**src/rtl/lcd_host_seq.sv**
```systemverilog
// lcd_host_seq: queued command sequencer for an LCD display controller, plus
// capture, checksum and readback of the image the controller writes back.
module lcd_host_seq #(
   parameter int unsigned FIFO_DEPTH   = 16,
   parameter int unsigned GUARD_CYCLES = 1
) (
   input  logic        clk,
   input  logic        reset,
   input  logic        push,
   input  logic [3:0]  push_cmd,
   output logic        full,
   output logic [3:0]  cmd,
   output logic        cmd_valid,
   input  logic        busy,
   input  logic        done,
   input  logic        IRAM_valid,
   input  logic [5:0]  IRAM_A,
   input  logic [7:0]  IRAM_D,
   input  logic [5:0]  rb_addr,
   output logic [7:0]  rb_data,
   output logic        finished,
   output logic [6:0]  wr_count,
   output logic [13:0] checksum,
   output logic [3:0]  err
);
   localparam int unsigned AW = $clog2(FIFO_DEPTH);
   localparam int unsigned CW = AW + 1;
   localparam int unsigned GW = (GUARD_CYCLES > 1) ? $clog2(GUARD_CYCLES) : 1;

   typedef enum logic [2:0] {BOOT, IDLE, ISSUE, GUARD, WAIT, DRAIN, FIN} state_t;

   state_t          state_q, state_d;
   logic [AW-1:0]   wr_ptr_q, wr_ptr_d, rd_ptr_q, rd_ptr_d;
   logic [CW-1:0]   count_q, count_d;
   logic            full_q, full_d;
   logic [3:0]      cmd_q, cmd_d;
   logic            cmd_valid_q, cmd_valid_d;
   logic [GW-1:0]   guard_cnt_q, guard_cnt_d;
   logic            finished_q, finished_d;
   logic [6:0]      wr_count_q, wr_count_d;
   logic [13:0]     checksum_q, checksum_d;
   logic [3:0]      err_q, err_d;
   logic [63:0]     written_q, written_d;
   logic [7:0]      rb_data_q;

   logic [3:0]      fifo_mem [FIFO_DEPTH];
   logic [7:0]      img_mem  [64];

   logic            pop, do_push, empty, guard_last;
   logic [3:0]      head;

   assign empty      = (count_q == '0);
   assign head       = fifo_mem[rd_ptr_q];
   assign do_push    = push && (!full_q || pop);
   assign guard_last = (GUARD_CYCLES <= 1) || (guard_cnt_q == GW'(GUARD_CYCLES - 1));

   // Sequencer next state: issue one queued command per handshake with the controller.
   always_comb begin
      state_d     = state_q;
      pop         = 1'b0;
      cmd_d       = cmd_q;
      cmd_valid_d = 1'b0;
      guard_cnt_d = guard_cnt_q;
      finished_d  = finished_q;
      case (state_q)
         BOOT:  if (!busy) state_d = IDLE;
         IDLE:  if (!empty && !busy) state_d = ISSUE;
         ISSUE: begin
            // A late busy holds the issue so cmd_valid never lands on a busy edge.
            if (!busy) begin
               pop = 1'b1;
               if (head >= 4'd12) begin
                  state_d = IDLE;
               end else begin
                  cmd_d       = head;
                  cmd_valid_d = 1'b1;
                  guard_cnt_d = '0;
                  state_d     = GUARD;
               end
            end
         end
         GUARD: begin
            if (guard_last) state_d = (cmd_q == 4'd0) ? DRAIN : WAIT;
            else            guard_cnt_d = guard_cnt_q + GW'(1);
         end
         WAIT:  if (!busy) state_d = IDLE;
         DRAIN: begin
            if (done) begin
               state_d    = FIN;
               finished_d = 1'b1;
            end
         end
         FIN:     ;
         default: state_d = BOOT;
      endcase
   end

   // Queue pointer and occupancy next state.
   always_comb begin
      wr_ptr_d = wr_ptr_q;
      rd_ptr_d = rd_ptr_q;
      count_d  = count_q;
      if (do_push) wr_ptr_d = wr_ptr_q + AW'(1);
      if (pop)     rd_ptr_d = rd_ptr_q + AW'(1);
      case ({do_push, pop})
         2'b10:   count_d = count_q + CW'(1);
         2'b01:   count_d = count_q - CW'(1);
         default: count_d = count_q;
      endcase
      full_d = (count_d == CW'(FIFO_DEPTH));
   end

   // Write-back statistics and sticky error flags; a same-cycle write counts before the done check.
   always_comb begin
      wr_count_d = wr_count_q;
      checksum_d = checksum_q;
      err_d      = err_q;
      written_d  = written_q;
      if (push && !do_push) err_d[0] = 1'b1;
      if (IRAM_valid) begin
         if (wr_count_q != 7'd127) wr_count_d = wr_count_q + 7'd1;
         checksum_d = checksum_q + 14'(IRAM_D);
         if (written_q[IRAM_A]) err_d[2] = 1'b1;
         written_d[IRAM_A] = 1'b1;
         if (state_q != DRAIN) err_d[3] = 1'b1;
      end
      if ((state_q == DRAIN) && done && (wr_count_d != 7'd64)) err_d[1] = 1'b1;
   end

   // Control and status registers.
   always_ff @(posedge clk or posedge reset) begin
      if (reset) begin
         state_q     <= BOOT;
         wr_ptr_q    <= '0;
         rd_ptr_q    <= '0;
         count_q     <= '0;
         full_q      <= 1'b0;
         cmd_q       <= 4'd0;
         cmd_valid_q <= 1'b0;
         guard_cnt_q <= '0;
         finished_q  <= 1'b0;
         wr_count_q  <= 7'd0;
         checksum_q  <= 14'd0;
         err_q       <= 4'd0;
         written_q   <= 64'd0;
      end else begin
         state_q     <= state_d;
         wr_ptr_q    <= wr_ptr_d;
         rd_ptr_q    <= rd_ptr_d;
         count_q     <= count_d;
         full_q      <= full_d;
         cmd_q       <= cmd_d;
         cmd_valid_q <= cmd_valid_d;
         guard_cnt_q <= guard_cnt_d;
         finished_q  <= finished_d;
         wr_count_q  <= wr_count_d;
         checksum_q  <= checksum_d;
         err_q       <= err_d;
         written_q   <= written_d;
      end
   end

   // Storage arrays carry no reset; occupancy and written marks track validity.
   always_ff @(posedge clk) begin
      if (do_push)    fifo_mem[wr_ptr_q] <= push_cmd;
      if (IRAM_valid) img_mem[IRAM_A]    <= IRAM_D;
   end

   // Registered readback; a same-cycle write to rb_addr returns the old byte.
   always_ff @(posedge clk or posedge reset) begin
      if (reset) rb_data_q <= 8'd0;
      else       rb_data_q <= img_mem[rb_addr];
   end

   assign full      = full_q;
   assign cmd       = cmd_q;
   assign cmd_valid = cmd_valid_q;
   assign finished  = finished_q;
   assign wr_count  = wr_count_q;
   assign checksum  = checksum_q;
   assign err       = err_q;
   assign rb_data   = rb_data_q;

endmodule

```
**config.mk**
```make
export PLATFORM = sky130hd
export DESIGN_NAME = lcd_host_seq
export DESIGN_NICKNAME = d
export VERILOG_FILES = /design/src/rtl/lcd_host_seq.sv
export SDC_FILE = /design/constraint.sdc
export NUM_CORES = 1
export LEC_CHECK = 0
export BUFFER_PORTS_ARGS = -buffer_cell sky130_fd_sc_hd__buf_2
export CORE_ASPECT_RATIO = 0.5
export CORE_MARGIN = 3
export CORE_UTILIZATION = 62
export DETAILED_ROUTE_END_ITERATION = 12
export PLACE_DENSITY = 0.78
export SLEW_MARGIN = 25
export SYNTH_ARGS = -nofsm -noshare
export SYNTH_HDL_FRONTEND = slang
export SYNTH_SLANG_ARGS = --single-unit
export TNS_END_PERCENT = 50
```
**constraint.sdc**
```tcl
create_clock -name clk -period 4.9 [get_ports clk]
set_clock_uncertainty 0.1 [all_clocks]
set_input_delay 0.98 -clock clk [delete_from_list [all_inputs] [get_ports clk]]
set_output_delay 0.98 -clock clk [all_outputs]
set_load 0.01 [all_outputs]
```
==> results_dict.tcl <==
set metrics [dict create \
    rrSetupSlack_ps 1170 \
    period_share_pct 76.2 \
    clk_path_buf_depth 3 \
    critPathLaunch "state_q[2]" \
    min_path_cells 1 \
    start_kind "flip-flop" \
    worst_r2r_endpoint "full" \
    nets 1552 \
    start_util_pct 64.2 \
    yosys.area.top_type "edfxtp_1" \
    max_freq_ghz 0.268 \
    ir_drop_v 0.000309 \
    timing.final.ws_setup_ps 1170 \
    die_area_um2 47100 \
    final_common_cell "edfxtp_1" \
    routedWlPerCell_um 29.3 \
    cp_cell_sequence "nand2b_1 > or3_1 > a21boi_2 > inv_1 > ha_1 > xor2_1 > ha_1 > inv_1 > o21ai_0 > a21o_1 > a21oi_1 > xor2_1 > nor4bb_1" \
    io_pins 70 \
    tightest_slew_ps 1050 \
    max_cap_violations 0 \
    cts_tree "built" \
    grt_max_degree 65 \
    worstSetupEndpointType "flip-flop" \
    num_vias 14000 \
    finalPower_mw 13.6 \
    antenna_found_initial 3 \
    power_density_nw_per_um2 446 \
    hold_path.class "reg2reg" \
    grt_pass1_wl_mm 94.7 \
    cts_setup_buffers 0 \
    ant_nets 0 \
    met2_usage_pct 42.9 \
    grt_usage_pct 27.2 \
    maxSlewViolCount 0 \
    drc 0 \
    status "complete, no violations" \
    worstRegToRegCells 13 \
    critical-path-top-delay-family "simple AND/OR/NAND/NOR gates" \
    drt_pass1_iterations 5 \
    yosysWarnings 0 \
    drt_iter0_drc 1774 \
    cts_buffers 57 \
    area_growth_pct 10.8 \
    core_um2 42900 \
    crit_required_ps 5270 \
    cp_max_fo 11 \
    synth.distinct_cells 57 \
    wirelength_mm 62.2 \
    die_width_um 304 \
    overflow 0 \
    htreeDepth 2 \
    diodes 0 \
    yosysSeqAreaShare_pct 73.8 \
    io_buffers 69 \
    cts_hold_buf 0 \
    die_h_um 155 \
    worstSetupPathType "reg2reg" \
    synthTopCellsByArea "edfxtp_1 (63%), mux4_2 (15%), dfrtp_1 (11%)" \
    grt_use_met3_pct 7.01 \
    cts_root_buf "clkbuf_16" \
    synth_ff_type "edfxtp_1" \
    slew_headroom_pct 29.9 \
    detailed_place_hpwl_mm 38.2 \
    fin_crit_ps 3730 \
    clock-sinks 696 \
    whs_ps 367 \
    hold_end "written_q[54]" \
    synth_edf_count 576 \
    dp_slack_ps 735 \
    drive_above_1_share_pct 29.9 \
    gp_congestion 0.852 \
    reg2reg_from "state_q[2]" \
    cp_slowest_stage_delay_ps 500 \
    netlist_instances 1401 \
    hold_start "written_q[54]" \
    via_per_inst 6.59 \
    top_usage_layer "met2" \
    setup_violations 0 \
    fin_tns_setup_ps 0 \
    ys_seq_elements 696 \
    syn_nets 1449 \
    cts_resized 0 \
    syn_avg_cell_area_um2 19.6 \
    rsz0062_at_grt "no" \
    crit_arrival_ps 4110 \
    syn_area_um2 27500 \
    final_cell_mix "edfxtp_1 (576), mux4_2 (184), dfrtp_1 (120), nor2_1 (111)" \
    hold_viol 0 \
    cts.reportedPaths.clkPinSlew_ps 70 \
    num_rows 53 \
    utilization_pct 71.1 \
    insertion_delay_ps 590 \
    cp_num_buf_inv 2 \
    crit_slowest_cell "dfrtp_1" \
    met1_usage_pct 39.0 \
    p_leak_nw 10.5 \
    grt_pass1_vias 14500 \
    async_flop_share_pct 17.2 \
    synth_top_area_share_pct 62.8 \
]
how the worst max path moves through the flow:
stage                  end  slack, ps  cells past startpoint
2_1_floorplan  checksum[0]        630                      1
3_3_place_gp          full        980                     13
3_5_place_dp          full        740                     13
4_1_cts               full       1200                     13
5_1_grt               full        890                     13
6_report              full       1170                     13
synth_stat cells, types with 2 or more instances:
| cell | number |
|---|---|
| nand3_1 | 17 |
| o21ai_0 | 13 |
| or2_2 | 66 |
| buf_6 | 3 |
| inv_1 | 12 |
| buf_1 | 6 |
| dfrtp_1 | 120 |
| nor2b_1 | 8 |
| nand4_1 | 4 |
| nor3_1 | 9 |
| o32a_1 | 3 |
| nand2b_1 | 5 |
| a21oi_1 | 17 |
| o31ai_1 | 3 |
| a211oi_1 | 4 |
| nor3b_1 | 2 |
| xnor2_1 | 15 |
| nor2_1 | 112 |
| and3_1 | 5 |
| a22oi_1 | 5 |
| clkbuf_1 | 35 |
| o21a_1 | 2 |
| mux4_2 | 184 |
| a21o_1 | 6 |
| nand3b_1 | 3 |
| edfxtp_1 | 576 |
| a22o_1 | 2 |
| buf_2 | 16 |
| xor2_1 | 13 |
| o22ai_1 | 19 |
| a31oi_1 | 3 |
| ha_1 | 17 |
| mux2_2 | 16 |
| a31o_2 | 2 |
| buf_4 | 6 |
| a21boi_0 | 2 |
| mux2i_1 | 9 |
| a221oi_1 | 3 |
| nand2_1 | 38 |
| or3_1 | 3 |
power breakdown:
group | total (mW) | internal [mW] | leakage [nW] | switching, mW
Clock | 4.59 | 2.55 | 0.907 | 2.04
Sequential | 7.15 | 6.79 | 6.65 | 0.367
Combinational | 1.87 | 0.874 | 2.89 | 0.994
Total | 13.6 | 10.2 | 10.5 | 3.40
metal layers:
metal,share of wire (%),wire (um)
met1,39,24400
met2,48,29700
met3,11,6640
met4,2.5,1550
met5,0.063,39
kinds of logic (layout without fill, tap and decap cells):
group / Yosys count / after routing / share of synthesized area (%)
buffers and inverters: 79 / 228 / 1.31
flip-flops: 696 / 696 / 73.8
adder cells (fa/ha/maj): 18 / 18 / 0.846
multiplexers: 209 / 209 / 16.0
AND/OR/NAND/NOR: 279 / 279 / 4.93
AO/OA/AOI/OAI: 92 / 92 / 2.23
XOR/XNOR: 28 / 28 / 0.891
final cells by class:
| cell class | instances | area [um^2] |
|---|---|---|
| clock buffers | 79 | 1570 |
| repair buffers | 110 | 704 |
| fillers | 2467 | 12400 |
| multi-input cells | 626 | 6870 |
| flip-flops and latches | 696 | 20300 |
| well taps | 577 | 722 |
| inverters | 13 | 51.3 |
| clock inverters | 26 | 282 |
flip-flops by register name, indices dropped and copies added, names as in the netlist:
signal	count
written_q	64
img_mem	512
rb_data	8
checksum	14
wr_ptr_q	4
fifo_mem	64
wr_count	7
err	4
cmd	4
rd_ptr_q	4
full	1
count_q	5
state_q	3
finished	1
cmd_valid	1
through the flow:
step	std cells	area, um^2
after global routing	2127	30500
final	2127	30500
after global placement	2022	28600
after detailed placement	2022	28600
after floorplan	1401	27500
after CTS	2127	30500
Note: power is estimated with default switching activity, not from simulation.
